**config.mk**
```make
export PLATFORM = sky130hd
export DESIGN_NAME = fetch_stage
export DESIGN_NICKNAME = d
export VERILOG_FILES = /design/src/rtl/fetch_stage.sv
export SDC_FILE = /design/constraint.sdc
export NUM_CORES = 1
export LEC_CHECK = 0
export ABC_AREA = 1
export BUFFER_PORTS_ARGS = -buffer_cell sky130_fd_sc_hd__buf_2
export CAP_MARGIN = 20
export CORE_MARGIN = 4
export CORE_UTILIZATION = 45
export CTS_CLUSTER_SIZE = 24
export DETAILED_ROUTE_END_ITERATION = 10
export GPL_TIMING_DRIVEN = 0
export MAX_ROUTING_LAYER = met4
export PLACE_DENSITY = 0.7
export REMOVE_ABC_BUFFERS = 1
export SLEW_MARGIN = 0
export SYNTH_ARGS = -nofsm -noshare
export SYNTH_HDL_FRONTEND = slang
export SYNTH_SLANG_ARGS = --single-unit
export TNS_END_PERCENT = 5
```
**constraint.sdc**
```tcl
create_clock -name clock -period 9.49 [get_ports clock]
set_clock_uncertainty 0.1 [all_clocks]
set_input_delay 1.898 -clock clock [delete_from_list [all_inputs] [get_ports clock]]
set_output_delay 1.898 -clock clock [all_outputs]
set_load 0.005 [all_outputs]
```
**src/rtl/fetch_stage.sv**
```systemverilog
// Instruction-fetch stage: owns the fetch PC, runs a single-outstanding request/ack memory port,
// buffers returned instructions and drives the IF/ID register. Optional FETCH_PERF_COUNTERS_EN adds stall/starve counters.
module fetch_stage #(
    parameter int                   DATA_SIZE    = 64,
    parameter logic [DATA_SIZE-1:0] RESET_PC     = '0,
    parameter int                   BUFFER_DEPTH = 2
) (
    input  logic                 clock,
    input  logic                 reset,
    input  logic                 stall_if,
    input  logic                 flush_id,
    input  logic                 redirect_en,
    input  logic [DATA_SIZE-1:0] redirect_pc,
    output logic                 inst_mem_rd_en,
    output logic [DATA_SIZE-1:0] inst_mem_addr,
    input  logic                 inst_mem_ack,
    input  logic [31:0]          inst_mem_rd_dat,
    output logic [31:0]          inst_id,
    output logic [DATA_SIZE-1:0] pc_id,
    output logic                 valid_id
`ifdef FETCH_PERF_COUNTERS_EN
    ,
    output logic [63:0]          fetch_stall_cycles,
    output logic [63:0]          fetch_starve_cycles
`endif
);

    localparam logic [31:0]          NOP       = 32'h0000_0013;
    localparam int                   PTR_W     = $clog2(BUFFER_DEPTH);
    localparam int                   CNT_W     = $clog2(BUFFER_DEPTH + 1);
    localparam logic [CNT_W-1:0]     DEPTH_C   = CNT_W'(BUFFER_DEPTH);
    localparam logic [DATA_SIZE-1:0] ALIGN_M   = ~DATA_SIZE'(3);
    localparam logic [DATA_SIZE-1:0] RESET_PCA = RESET_PC & ALIGN_M;

    typedef enum logic [1:0] {IDLE, REQ, DRAIN} state_t;

    state_t               state, state_next;
    logic [DATA_SIZE-1:0] fetch_pc;
    logic [DATA_SIZE-1:0] drain_addr;
    logic [DATA_SIZE-1:0] fifo_pc   [BUFFER_DEPTH];
    logic [31:0]          fifo_inst [BUFFER_DEPTH];
    logic [PTR_W-1:0]     wr_ptr, rd_ptr;
    logic [CNT_W-1:0]     fifo_count, count_next;
    logic                 push, pop, fifo_empty;

    // Data returned for a request that was redirected away is never pushed.
    assign push       = (state == REQ) && inst_mem_ack && !redirect_en;
    assign fifo_empty = (fifo_count == '0);
    assign pop        = !flush_id && !redirect_en && !stall_if && !fifo_empty;

    always_comb begin
        count_next = fifo_count;
        if (redirect_en)
            count_next = '0;
        else if (push && !pop)
            count_next = fifo_count + CNT_W'(1);
        else if (pop && !push)
            count_next = fifo_count - CNT_W'(1);
    end

    // NOTE: every output of this block gets a default first, so no path can infer a latch.
    always_comb begin
        state_next     = state;
        inst_mem_rd_en = 1'b0;
        inst_mem_addr  = fetch_pc;
        case (state)
            IDLE: begin
                if (fifo_count < DEPTH_C && !redirect_en)
                    state_next = REQ;
            end
            REQ: begin
                inst_mem_rd_en = 1'b1;
                if (inst_mem_ack)
                    state_next = (count_next < DEPTH_C) ? REQ : IDLE;
                else if (redirect_en)
                    state_next = DRAIN;
            end
            DRAIN: begin
                inst_mem_rd_en = 1'b1;
                inst_mem_addr  = drain_addr;
                if (inst_mem_ack)
                    state_next = (count_next < DEPTH_C) ? REQ : IDLE;
            end
            default: state_next = IDLE;
        endcase
    end

    // NOTE: sequential state uses non-blocking assignments so every flop samples pre-edge values.
    always_ff @(posedge clock or posedge reset) begin
        if (reset) begin
            state      <= IDLE;
            fetch_pc   <= RESET_PCA;
            drain_addr <= RESET_PCA;
        end else begin
            state <= state_next;
            // Remembers the in-flight address so a redirect can move fetch_pc while we drain.
            if (state != DRAIN)
                drain_addr <= fetch_pc;
            if (redirect_en)
                fetch_pc <= redirect_pc & ALIGN_M;
            else if (push)
                fetch_pc <= fetch_pc + DATA_SIZE'(4);
        end
    end

    always_ff @(posedge clock or posedge reset) begin
        if (reset) begin
            wr_ptr     <= '0;
            rd_ptr     <= '0;
            fifo_count <= '0;
        end else begin
            fifo_count <= count_next;
            if (redirect_en) begin
                wr_ptr <= '0;
                rd_ptr <= '0;
            end else begin
                if (push) wr_ptr <= wr_ptr + PTR_W'(1);
                if (pop)  rd_ptr <= rd_ptr + PTR_W'(1);
            end
        end
    end

    // NOTE: FIFO storage is not reset; fifo_count alone decides which entries are meaningful.
    always_ff @(posedge clock) begin
        if (push) begin
            fifo_pc[wr_ptr]   <= fetch_pc;
            fifo_inst[wr_ptr] <= inst_mem_rd_dat;
        end
    end

    always_ff @(posedge clock or posedge reset) begin
        if (reset) begin
            inst_id  <= NOP;
            pc_id    <= '0;
            valid_id <= 1'b0;
        end else if (flush_id || redirect_en) begin
            inst_id  <= NOP;
            valid_id <= 1'b0;
        end else if (!stall_if) begin
            if (!fifo_empty) begin
                inst_id  <= fifo_inst[rd_ptr];
                pc_id    <= fifo_pc[rd_ptr];
                valid_id <= 1'b1;
            end else begin
                inst_id  <= NOP;
                valid_id <= 1'b0;
            end
        end
    end

`ifdef FETCH_PERF_COUNTERS_EN
    always_ff @(posedge clock or posedge reset) begin
        if (reset) begin
            fetch_stall_cycles  <= '0;
            fetch_starve_cycles <= '0;
        end else begin
            if (stall_if && fetch_stall_cycles != '1)
                fetch_stall_cycles <= fetch_stall_cycles + 64'd1;
            if (!stall_if && !flush_id && fifo_empty && fetch_starve_cycles != '1)
                fetch_starve_cycles <= fetch_starve_cycles + 64'd1;
        end
    end
`endif

endmodule

```
# [Word level (Yosys, flattened, before mapping)]
# Memory sizes are Yosys's and may differ from the RTL's. A register that Yosys moved wholly into a read port is not among the register bits.
# Index checks and enable logic that the tools add are counted.
[classes] add_sub_neg=5 bitwise=3 magnitude_cmp=2 reduce_logical=22 mux=25 eq_ne=7
[ops] operator="$mux 64" n=3
[ops] operator="$mux 32" n=3
[ops] operator="$add 64x3->64 const B" n=1
[ops] operator="$mux 2" n=7
[ops] operator="$mux 1" n=11
[ops] operator="$logic_and 1x1->1" n=8
[ops] operator="$logic_not 1->1" n=6
[ops] operator="$ne 2x2->1 const B" n=3
[ops] operator="$pmux 2 s3" n=1
[ops] operator="$reduce_and 3->1" n=2
[ops] operator="$logic_not 2->1" n=2
[ops] operator="$lt 2x2->1 const B" n=2
[ops] operator="$reduce_bool 2->1" n=2
[ops] operator="$ne 3x3->1 const B" n=1
[ops] operator="$not 1->1" n=3
[ops] operator="$add 1x1->1 const B" n=2
[ops] operator="$add 2x1->2 const B" n=1
[ops] operator="$eq 2x1->1 const B" n=1
[ops] operator="$eq 2x2->1 const B" n=1
[ops] operator="$ne 2x1->1 const B" n=1
[ops] operator="$reduce_or 2->1" n=1
[ops] operator="$sub 2x1->2 const B" n=1
[ops] operator="$logic_or 1x1->1" n=1
[word_totals] register_bits=167 ramBits=192 memories=2 elab_cells=74
[memory_table] name="fifo_pc" depth=2 word_bits=64 read_ports=1 rd_clocked_by_memory_dff=1 write_ports=1 line_no="40" text="logic [DATA_SIZE-1:0] fifo_pc [BUFFER_DEPTH];"
[memory_table] name="fifo_inst" depth=2 word_bits=32 read_ports=1 rd_clocked_by_memory_dff=0 write_ports=1 line_no="41" text="logic [31:0] fifo_inst [BUFFER_DEPTH];"

# [Depth between registers and ports, before layout]
[depth] ltp_word=12 mapped_depth=11

# [Least setup slack after synthesis]
# OpenSTA, ideal clock, no wires.
[synth_path] kind="input -> register" start="input redirect_en" end="memory fifo_inst[1][0] (enable)" path_slack_ps=2342 arrival_time_ps=6500 required_time_ps=8842 stages=5 cell_sequence="buf_2 > nor2_2 > inv_1 > clkbuf_1 > nor2_1"
[synth_between] elab_chain_cells=4
[synth_lines] item="from (decl)" line_no="12" text="input logic redirect_en,"
[synth_lines] item="$logic_not 1->1" line_no="47" text="assign push = (state == REQ) && inst_mem_ack && !redirect_en;"
[synth_lines] item="$logic_and 1x1->1" line_no="47"
[synth_lines] item="$mux 1" line_no="125" text="if (push) begin"
[synth_lines] item="$mux 1 (implied by the code)" line_no="127" text="fifo_inst[wr_ptr] <= inst_mem_rd_dat;"
[synth_lines] item="to (decl)" line_no="41"
# No other way between the ends.

# [Worst setup path after layout]
[layout_path] start="input redirect_en" end="memory fifo_inst[0][3] (enable)"
# The elaborated chain is that of the path after synthesis.

==> results by group <==
Worst setup path
  – Slowest cell on the critical path: nor2_4
  – Crit path kind: in -> reg
  – Max incr delay on CP: 710 ps
  – Critical Path AT: 4750 ps
  – Worst-path fanout max: 37
  – Crit-path cells: buf_2, buf_12, nor2_4, inv_1, nor2_4, buf_16, buf_12
  – Startpoint types: primary input
  – Critical path data required time: 9640 ps
  – Crit path capture type: flop

Clocking
  – CTS root buf: clkbuf_16
  – Post-CTS setup repair buffer count: 0
  – CTS tree: yes
  – Clk_lat worst skew: 570 ps
  – Clk pin slew, worst setup/hold paths: 60 ps
  – H-tree depth: 2
  – Clock buffer depth: 3
  – Post-CTS resize count: 0
  – Inserted Clock Buffers: 43
  – Hold buffer count at CTS: 0
  – # clock sinks: 413

Final layout
  – Nets: 2112
  – FF+latch area: 11300 um2
  – Final Cell Area: 20900 um2
  – Filler cell count: 3510
  – Fin cells: 2558
  – Layout area overhead: 19.5%
  – Area of the multi-input gates: 5440 um2
  – Layout cells sized above 1: 19.5%

Routing
  – Total routed wirelength: 49000 um
  – Iteration-0 DRC Markers: 1011
  – Vias per inst: 5.19
  – Drt first pass iters: 6
  – Remaining DRCs: 0
  – WL/cell: 19.2 um
  – Overall via count from detail_route: 13.3k
  – Remaining antenna violation count: 0

GRT
  – First-pass GRT wire length: 74200 um
  – Initial antenna violation count: 2
  – Vias in the first global route: 12.9k
  – Grt ovf: 0
  – GR Util All Layers: 23.6%
  – Pin count of the biggest net entering global routing: 122

Timing
  – Worst slew margin: 29.3%
  – Period minus WS final: 4600 ps
  – Final period utilization: 48.4%
  – Final setup viols: 0
  – TNS Setup: 0 ps
  – Final hold viol count: 0
  – Worst-margin pin slew: 1060 ps
  – Unrepaired setup endpoints after global routing: no
  – Final Max Slew Viols: 0
  – Fmax: 217 MHz

Floorplan
  – Die W: 205 um
  – Die Span Y: 205 um
  – Core area: 38600 um2
  – # rows: 72
  – Area of the die: 42100 um2
  – Initial Util: 45.4%
  – I/O pin total: 264

Synthesis
  – Yosys warnings: 0
  – Synth unique cells: 38
  – Synth top area share: 32.2%
  – Seq/Total Area, Yosys: 64.4%
  – Cells after synthesis: 1757
  – Synth area leaders: edfxtp_1, dfrtp_1, nand2_1
  – #FFs+latches synth: 413
  – Avg Cell Area, Syn: 9.97 um2
  – Post-synth top area cell: edfxtp_1
  – Cell area after synthesis: 17500 um2

Pwr
  – Total power: 0.00539 W
  – Leakage: 8.86 nW
  – PD cells: 258 nW/um2
  – VDD IR max: 153 uV

Outcome
  – Status: completed

Place
  – RePlAce Congestion: 0.929
  – Detailed Place HPWL: 33900 um
  – Placed cell area: 19500 um2
  – Port Buffer Count: 257
  – Dpl cells: 2477

Worst hold path
  – Worst Hold Class: reg -> reg

Run
  – Max-Cap Viols: 0
## synthesized netlist by cell type (all sizes together)
cell,number
nand2,559
dfrtp,222
nor2,213
edfxtp,188
o21ai,131
inv,128
a31oi,64
nand3,61
buf,43
clkbuf,30
mux2i,29
xor2,24
a21oi,14
o211ai,12
nand4,9
ha,6
o21bai,5
nor3,4
dfstp,3
nand3b,3
o221ai,3
o22ai,2
a22oi,1
and2,1
conb,1
xnor2,1
## placed cells by master, fill, tap and decap left out, types with 2 or more instances in the layout
| cell type | instances |
|---|---|
| bufinv_16 | 4 |
| o21ai_1 | 12 |
| inv_2 | 5 |
| clkbuf_16 | 44 |
| clkbuf_1 | 13 |
| nand4_1 | 9 |
| o211ai_1 | 12 |
| nand3b_1 | 3 |
| nor2_2 | 18 |
| buf_12 | 6 |
| xor2_1 | 24 |
| nand3_1 | 59 |
| nand2_2 | 17 |
| nand2_4 | 2 |
| dfstp_2 | 3 |
| buf_2 | 257 |
| dfrtp_1 | 221 |
| inv_1 | 120 |
| o21bai_1 | 5 |
| clkbuf_8 | 6 |
| ha_1 | 5 |
| a21oi_1 | 14 |
| nand2_1 | 540 |
| buf_16 | 8 |
| nor2_4 | 12 |
| conb_1 | 4 |
| edfxtp_1 | 188 |
| nor3_1 | 4 |
| clkinv_1 | 5 |
| o21ai_0 | 119 |
| o22ai_1 | 2 |
| diode_2 | 2 |
| nand3_2 | 2 |
| inv_4 | 2 |
| nor2_1 | 182 |
| a31oi_1 | 64 |
| o221ai_1 | 3 |
| clkinv_2 | 4 |
| mux2i_1 | 29 |
## logic make-up (layout without fill, tap and decap cells)
kind of cell	count (synthesis)	after routing	synth area share, %
flops	413	413	64.4
other cells	1	6	0.0214
xor+xnor	25	25	1.25
compound gates	232	232	7.42
mux	29	29	1.66
buf+inv	201	479	4.81
simple gates	850	850	20.0
fa+ha+maj	6	6	0.429
## flip-flops by register name (all words and copies together) (netlist names)
name / flops
inst_id: 32
wr_ptr: 1
drain_addr: 62
valid_id: 1
rd_ptr: 1
state: 2
fifo_pc: 124
pc_id: 62
fifo_inst: 64
fifo_count: 2
fetch_pc: 62
## metrics by stage
step | util [%] | setup WS, ps | hold slack, ps
final | 54.3 | 4890 | 370
after global routing | 54.3 | 4790 | 398
after CTS | 54.3 | 4930 | 374
after detailed placement | 50.6 | 4310 | 358
after global placement | 49.5 | -4000 | 348
after floorplan | - | 1330 | 336
## worst max-delay path, delay by kind of cell
family | cells | cell delay (ps)
buffers and inverters | 5 | 1510
and+or+nand+nor | 2 | 1240
## power by group
part           switching, W  leakage (nW)  internal, W  total, W
Sequential         0.000256          4.46      0.00228   0.00254
Clock              0.000688         0.692      0.00101   0.00170
Combinational      0.000713          3.71     0.000442   0.00116
Total               0.00166          8.86      0.00373   0.00539
## final cells by class
class | instances | area share [%]
sequential | 413 | 53.9
clock inverter | 16 | 0.914
tap | 518 | 3.10
multi-input combinational | 1146 | 26.0
timing repair buffer | 272 | 7.84
clock buffer | 63 | 5.89
inverter | 128 | 2.35
antenna | 2 | 0.0239
## routing by layer
layer / track usage [%] / routed length, um
met1: 31.7 / 21000
met2: 37.1 / 23200
met3: 5.01 / 3770
met4: 5.91 / 1080
met5: - / 0
## worst paths after layout
check	to	slack, ps	cells past startpoint	start
max in group asynchronous	rd_ptr$_DFFE_PP0P_	6760	3	reset
hold reg to reg	drain_addr[19]$_DFFE_PP0N_	370	2	drain_addr[19]$_DFFE_PP0N_
min in group asynchronous	inst_id[18]$_DFFE_PP0P_	1390	2	reset
setup / recovery	fifo_inst[0][3]$_DFFE_PP_	4890	7	redirect_en
setup reg to reg	fifo_inst[0][3]$_DFFE_PP_	5860	8	state[1]$_DFFE_PP0P_
hold / removal	drain_addr[19]$_DFFE_PP0N_	370	2	drain_addr[19]$_DFFE_PP0N_
No activity file was read; power rests on OpenSTA's default activity.
